==> config.mk <==
export PLATFORM = sky130hd
export DESIGN_NAME = oddr_serializer
export DESIGN_NICKNAME = d
export VERILOG_FILES = /design/src/rtl/oddr_serializer.sv
export SDC_FILE = /design/constraint.sdc
export NUM_CORES = 1
export LEC_CHECK = 0
export BUFFER_PORTS_ARGS = -buffer_cell sky130_fd_sc_hd__buf_2
export CAP_MARGIN = 20
export CORE_MARGIN = 2
export CORE_UTILIZATION = 43
export CTS_CLUSTER_DIAMETER = 50
export CTS_CLUSTER_SIZE = 28
export DETAILED_ROUTE_END_ITERATION = 6
export GPL_TIMING_DRIVEN = 0
export HOLD_SLACK_MARGIN = 0.03
export PLACE_DENSITY_LB_ADDON = 0.2
export REMOVE_ABC_BUFFERS = 1
export SLEW_MARGIN = 20
export SYNTH_ARGS = -nofsm -noshare
export SYNTH_HDL_FRONTEND = slang
export SYNTH_SLANG_ARGS = --single-unit
==> constraint.sdc <==
create_clock -name C -period 1.9 [get_ports C]
set_input_delay 0.095 -clock C [delete_from_list [all_inputs] [get_ports C]]
set_output_delay 0.095 -clock C [all_outputs]
set_load 0.005 [all_outputs]
==> src/rtl/oddr_serializer.sv <==
// Multi-lane parallel-to-serial front end feeding ODDR D1/D2 pins.
// It has a one-word holding buffer so that words stream without gaps, and a DDR or SDR slot rate.
module oddr_serializer #(
    parameter int          CHANNELS   = 1,
    parameter int          DATA_WIDTH = 8,
    parameter string       DATA_RATE  = "DDR",
    parameter string       BIT_ORDER  = "LSB_FIRST",
    parameter logic        INIT       = 1'b0
) (
    input  logic                           C,
    input  logic                           R,
    input  logic                           CE,
    input  logic [CHANNELS*DATA_WIDTH-1:0] IN_DATA,
    input  logic                           IN_VALID,
    output logic                           IN_READY,
    output logic [CHANNELS-1:0]            D1,
    output logic [CHANNELS-1:0]            D2,
    output logic                           OCE,
    output logic                           BUSY,
    output logic                           UNDERRUN
);

    localparam int TOT   = CHANNELS * DATA_WIDTH;
    localparam int BPC   = (DATA_RATE == "SDR") ? 1 : 2;
    localparam int N     = DATA_WIDTH / BPC;
    localparam int CNT_W = (N > 1) ? $clog2(N) : 1;
    localparam logic [CNT_W-1:0] LAST_CNT = CNT_W'(N - 1);
    localparam bit MSB   = (BIT_ORDER == "MSB_FIRST");
    // The head bits stay at fixed positions; the lane shifts toward them.
    localparam int IDX1  = MSB ? DATA_WIDTH - 1 : 0;
    localparam int IDX2  = (BPC == 1) ? IDX1 : (MSB ? DATA_WIDTH - 2 : 1);

    typedef enum logic {ST_IDLE = 1'b0, ST_ACTIVE = 1'b1} state_t;

    state_t           r_state, w_state_nxt;
    logic [CNT_W-1:0] r_cnt, w_cnt_nxt;
    logic [TOT-1:0]   r_shift, w_shift_nxt;
    logic [TOT-1:0]   r_hold, w_hold_nxt;
    logic             r_hold_valid, w_hold_valid_nxt;
    logic             r_underrun, w_underrun_nxt;
    logic             w_load, w_accept;

    function automatic logic [TOT-1:0] advance(input logic [TOT-1:0] s);
        logic [TOT-1:0]        res;
        logic [DATA_WIDTH-1:0] lane;
        res = '0;
        for (int k = 0; k < CHANNELS; k++) begin
            lane = s[k*DATA_WIDTH +: DATA_WIDTH];
            if (MSB) begin
                lane = lane << BPC;
            end else begin
                lane = lane >> BPC;
            end
            res[k*DATA_WIDTH +: DATA_WIDTH] = lane;
        end
        return res;
    endfunction

    assign w_load   = r_hold_valid && ((r_state == ST_IDLE) || (r_cnt == LAST_CNT));
    assign IN_READY = !R && CE && (!r_hold_valid || w_load);
    assign w_accept = IN_VALID && IN_READY;

    // Next-state: hold buffer, slot counter, shift register and end-of-stream pulse
    always_comb begin
        w_state_nxt      = r_state;
        w_cnt_nxt        = r_cnt;
        w_shift_nxt      = r_shift;
        w_hold_nxt       = w_accept ? IN_DATA : r_hold;
        w_hold_valid_nxt = w_accept || (r_hold_valid && !w_load);
        w_underrun_nxt   = 1'b0;
        if (w_load) begin
            w_state_nxt = ST_ACTIVE;
            w_cnt_nxt   = '0;
            w_shift_nxt = r_hold;
        end else if (r_state == ST_ACTIVE) begin
            if (r_cnt == LAST_CNT) begin
                w_state_nxt    = ST_IDLE;
                w_cnt_nxt      = '0;
                w_underrun_nxt = 1'b1;
            end else begin
                w_cnt_nxt   = r_cnt + CNT_W'(1);
                w_shift_nxt = advance(r_shift);
            end
        end else begin
            w_state_nxt = ST_IDLE;
        end
    end

    // State registers; CE low freezes everything except the underrun pulse
    always_ff @(posedge C) begin
        if (R) begin
            r_state      <= ST_IDLE;
            r_cnt        <= '0;
            r_shift      <= '0;
            r_hold       <= '0;
            r_hold_valid <= 1'b0;
            r_underrun   <= 1'b0;
        end else if (CE) begin
            r_state      <= w_state_nxt;
            r_cnt        <= w_cnt_nxt;
            r_shift      <= w_shift_nxt;
            r_hold       <= w_hold_nxt;
            r_hold_valid <= w_hold_valid_nxt;
            r_underrun   <= w_underrun_nxt;
        end else begin
            r_underrun   <= 1'b0;
        end
    end

    // Pin drive: the shift-register head while active, otherwise the idle level
    always_comb begin
        D1 = {CHANNELS{INIT}};
        D2 = {CHANNELS{INIT}};
        for (int k = 0; k < CHANNELS; k++) begin
            if (r_state == ST_ACTIVE) begin
                D1[k] = r_shift[k*DATA_WIDTH + IDX1];
                D2[k] = r_shift[k*DATA_WIDTH + IDX2];
            end else begin
                D1[k] = INIT;
                D2[k] = INIT;
            end
        end
    end

    assign OCE      = (r_state == ST_ACTIVE);
    assign BUSY     = r_hold_valid || (r_state == ST_ACTIVE);
    assign UNDERRUN = r_underrun;

endmodule

## After elaboration in Yosys (flattened, before gate mapping)

Index checks and enable logic that the tools add are counted.

- Output and inout port bits: 6
- Register bits after elaboration: 21
- Word-level logic and storage cells: 40
- Input bits: 12

- $add $sub $neg: 1
- Bitwise operators: 2
- Reductions and logical operators: 17
- Multiplexer cells: 12
- Equality and inequality tests: 2

Operator list:

| cell | count |
|---|---|
| 8-bit two-way mux | 3 |
| 1-bit two-way mux | 6 |
| 2-bit two-way mux | 3 |
| 1-bit logical AND | 5 |
| 1-bit logical OR | 4 |
| 2-bit AND reduction | 2 |
| 4-bit OR reduction | 1 |
| 1-bit logical NOT | 3 |
| 3-bit AND reduction | 1 |
| 2-bit by 1-bit adder with 2-bit output, second input constant | 1 |
| 2-bit equality test, second input constant | 1 |
| 2-bit != test, second input constant | 1 |
| 1-bit NOT | 2 |
| 2-bit nonzero test | 1 |

## Logic depth before layout (Yosys ltp)

- Depth after elaboration: 7
- Mapped depth: 5
- Depth with buffers taken out: 4

## Least setup slack after synthesis

No wires, ideal clock.

- Kind: reg2reg
- From: reg r_cnt[0]
- To: reg r_hold[0]
- Setup time: 0.121 ns
- Stages on the path, launching flop included: 6
- Data arrival time: 1.506 ns
- Buffers on the path: 1
- Setup slack: 0.272 ns
- Data required time: 1.779 ns
- Period minus slack after synthesis: 1.628 ns
- Path through: dfxtp_1 ha_1 and3b_1 or3b_1 buf_6 mux2_4

- Longest elaborated chain between the ends: 7

Ends and longest elaborated chain:

| what | line | source |
|---|---|---|
| start, declared | 36 | `logic [CNT_W-1:0] r_cnt, w_cnt_nxt;` |
| start signal, assigned | 100 | `r_cnt <= w_cnt_nxt;` |
| 2-bit equality test | 59 | `assign w_load = r_hold_valid && ((r_state == ST_IDLE) \|\| (r_cnt == LAST_CNT));` |
| 1-bit logical OR | 59 |  |
| 1-bit logical AND | 59 |  |
| 1-bit logical OR | 60 | `assign IN_READY = !R && CE && (!r_hold_valid \|\| w_load);` |
| 1-bit logical AND | 60 |  |
| 1-bit logical AND | 61 | `assign w_accept = IN_VALID && IN_READY;` |
| 2-bit AND reduction (no line) | n/a |  |
| end signal, assigned | 102 | `r_hold <= w_hold_nxt;` |
| end, declared | 38 | `logic [TOT-1:0] r_hold, w_hold_nxt;` |

No other way between the ends.
A chain may end at the register's enable or synchronous reset.

## Worst setup path in the final report

- From: reg r_cnt[0]
- To: reg r_hold[1]

The elaborated chain is that of the path after synthesis.

==> reports/metrics.yaml <==
drive_gt1_share_pct: 29.3
worst-slew-pin-transition_ns: 0.361
final_net_count: 130
post_synth_fa_ha_maj_area_fraction_pct: 1.32
vias: 716
synthArstFlopShare_pct: 0
detail_route.first_pass.iterations: 4
p_comb_share_pct: 12.5
place.port_buffers: 17
postSynthRegisterBits: 21
grt_setup_unrepaired: "false"
cts_made_buffers: 3
yosys.area_share.simple_pct: 16.8
crit_path_max_incr_delay_ns: 0.49
fin_crit_sh_pct: 91.2
synthDominantAreaCellType: "sky130_fd_sc_hd__dfxtp_1"
timing.slew.headroom_pct: 75.9
finalClockSkew_ns: 0.00214
critical_path.max_fanout: 8
core_um2: 2020
max_cap_viol_count: 0
initial_antenna_violation_count: 0
critical_path.startpoint_type: "register"
yosys_warnings: 0
status: "finished, final reports clean"
worstSetupEndpointType: "register"
num_antenna_cells: 0
cts_max_path_buffers: 2
final_common_cell: "sky130_fd_sc_hd__dfxtp_1"
route.detailed.drc: 0
wl_final_um: 1720
finalSetupViolations: 0
synth.area.top_cells: "sky130_fd_sc_hd__dfxtp_1 44%, sky130_fd_sc_hd__mux2_4 9.5%, sky130_fd_sc_hd__o221a_2 7.1%"
pwr-share-seq_pct: 60.7
final.hold.worst_slack_ns: 0.0538
vias_in_the_first_global_route: 636
critPathKind: "register to register"
clk_transition_reported_paths_ns: 0.11
layout.cells.most_common_list: "21 x sky130_fd_sc_hd__dfxtp_1, 17 x sky130_fd_sc_hd__buf_2, 9 x sky130_fd_sc_hd__inv_1"
clock-root-buffer: "sky130_fd_sc_hd__clkbuf_4"
cts_htree_levels: 1
power_density_nw_per_um2: 693
cpMaxStageDelayCell: "sky130_fd_sc_hd__or3b_4"
synthMuxAreaShare_pct: 11.6
timing.hold.worst.class: "input port to register"
design.portCount: 18
seq_area_frac_synth_pct: 44.4
critical_path_arrival_ns: 1.93
rrSetupSlack_ns: 0.17
die_area_um2: 2590
setup-tns-final_ns: 0
fp.dieW_um: 50.9
yosys_most_used_dff: "sky130_fd_sc_hd__dfxtp_1"
grt_overflow_total: 0
synth-compound-area-share_pct: 17.3
drt-initial-drc-count: 17
areaGrowthSynthToFinish_pct: 19.2
drtAntennaViolNets: 0
irDropWorstVdd_v: 0.000364
leakagePower_uw: 0.000503
timing_hold_violations_final: 0
effective_utilization_at_floorplan_pct: 46.8
netlist_area_um2: 946
route.detailed.vias_per_inst: 5.01
final_period_minus_worst_setup_slack_ns: 1.73
core.rowCount: 16
postSynthCellCount: 94
post_synth_xor_area_fraction_pct: 0
cts.sink_count: 21
timing.fmax_mhz: 577
detail_route.wl_per_cell_um: 12.0
postSynthAreaPerCell_um2: 10.1
netlist.area_leader.share_pct: 44.4
tritoncts: "built"
die-height_um: 50.9
clk_latency_ns: 0.29
synth_top_family_by_area: "compound AO/OA/AOI/OAI gates"
power.share.switching_pct: 23.2
gp_routability_congestion: 0.792
synth-edff-count: 0
largest_net_degree_at_the_start_of_global_routing: 22
p_switching_uw: 181
p_clk_share_pct: 26.8
worstPathCellList: "ha_1 > and3b_1 > or3b_4 > mux2_4"
hpwl_um: 1150
power_report.internal_total_uw: 600
timing_max_transition_violations_final: 0
global_route_wire_length_before_repair_um: 2860
synthDistinctLibCells: 28
critPathRequiredTime_ns: 2.09
global_route.usage.total_pct: 14.5
## sequential cells by signal, indices dropped and copies added (netlist names)
name and flops:
OCE 1, UNDERRUN 1, r_cnt 2, r_hold 8, r_hold_valid 1, r_shift 8
## Yosys cell counts, types with 2 or more instances
cell	count
sky130_fd_sc_hd__dfxtp_1	21
sky130_fd_sc_hd__inv_1	9
sky130_fd_sc_hd__a21oi_1	8
sky130_fd_sc_hd__nor2b_1	7
sky130_fd_sc_hd__mux2_4	6
sky130_fd_sc_hd__o221a_2	6
sky130_fd_sc_hd__nand2_1	4
sky130_fd_sc_hd__clkbuf_1	3
sky130_fd_sc_hd__nand2b_1	3
sky130_fd_sc_hd__a31oi_1	2
sky130_fd_sc_hd__and2_1	2
sky130_fd_sc_hd__and3b_1	2
sky130_fd_sc_hd__buf_6	2
sky130_fd_sc_hd__mux2i_1	2
sky130_fd_sc_hd__nor2_1	2
sky130_fd_sc_hd__o21ai_0	2
sky130_fd_sc_hd__o32ai_1	2
## per-layer routing
layer  vias up  GRT usage, %  routed length, um
met5         -             0                  0
met4         0          5.41                  0
li1        371             -                  -
met1       329          17.7                796
met3         0          2.63                 70
met2        16          25.3                851
## path summary, 6_finish.rpt
check             startpoint            to  cells after the start
setup / recovery    r_cnt[0]     r_hold[1]                      4
setup reg to reg    r_cnt[0]     r_hold[1]                      4
hold reg to reg    r_hold[7]     r_hold[7]                      2
hold / removal      IN_VALID  r_hold_valid                      3
## power groups by stage
stage / combinational (uW) / sequential, uW / clock (uW)
after floorplan: 53.6 / 480 / 0
after global placement: 82.7 / 484 / 0
after detailed placement: 84.6 / 484 / 0
after CTS: 98.6 / 474 / 218
after global routing: 108 / 477 / 232
final: 97.5 / 474 / 209
## repair_timing
item                                   CTS  global route
hold buffers                             8             0
setup buffers                            0             0
setup endpoints to repair                6             0
resized for setup                        1             0
endpoints found under the hold margin    8             0
## kinds of logic (layout without fill, tap and decap cells)
logic type      count (synthesis)  in the layout
fa+ha+maj                       1              1
compound gates                 22             22
flops                          21             21
simple gates                   26             26
mux                             8              8
buf+inv                        16             38
## metrics by stage
step	power, uW	cells	setup slack (ns)	utilization (%)	instance area [um2]
final	781	143	0.167	55.8	1130
after global routing	818	143	0.0887	55.8	1130
after CTS	791	143	0.135	55.8	1130
after detailed placement	569	131	0.00770	50.4	1020
after global placement	567	131	0.0238	50.4	1020
after floorplan	534	87	0.189	-	900
## final cells by class
cell class,instances,area [um2]
fillers,200,895
inverters,9,33.8
repair buffers,25,165
flip-flops and latches,21,420
well taps,27,33.8
clock buffers,4,26.3
multi-input cells,57,448
## worst max-delay path, delay by kind of cell, from the launching register on
family	cells	cell delay (ns)
fa+ha+maj	1	0.23
flops	1	0.39
mux	1	0.32
simple gates	2	0.69
Power figures use the tool's default switching activity.
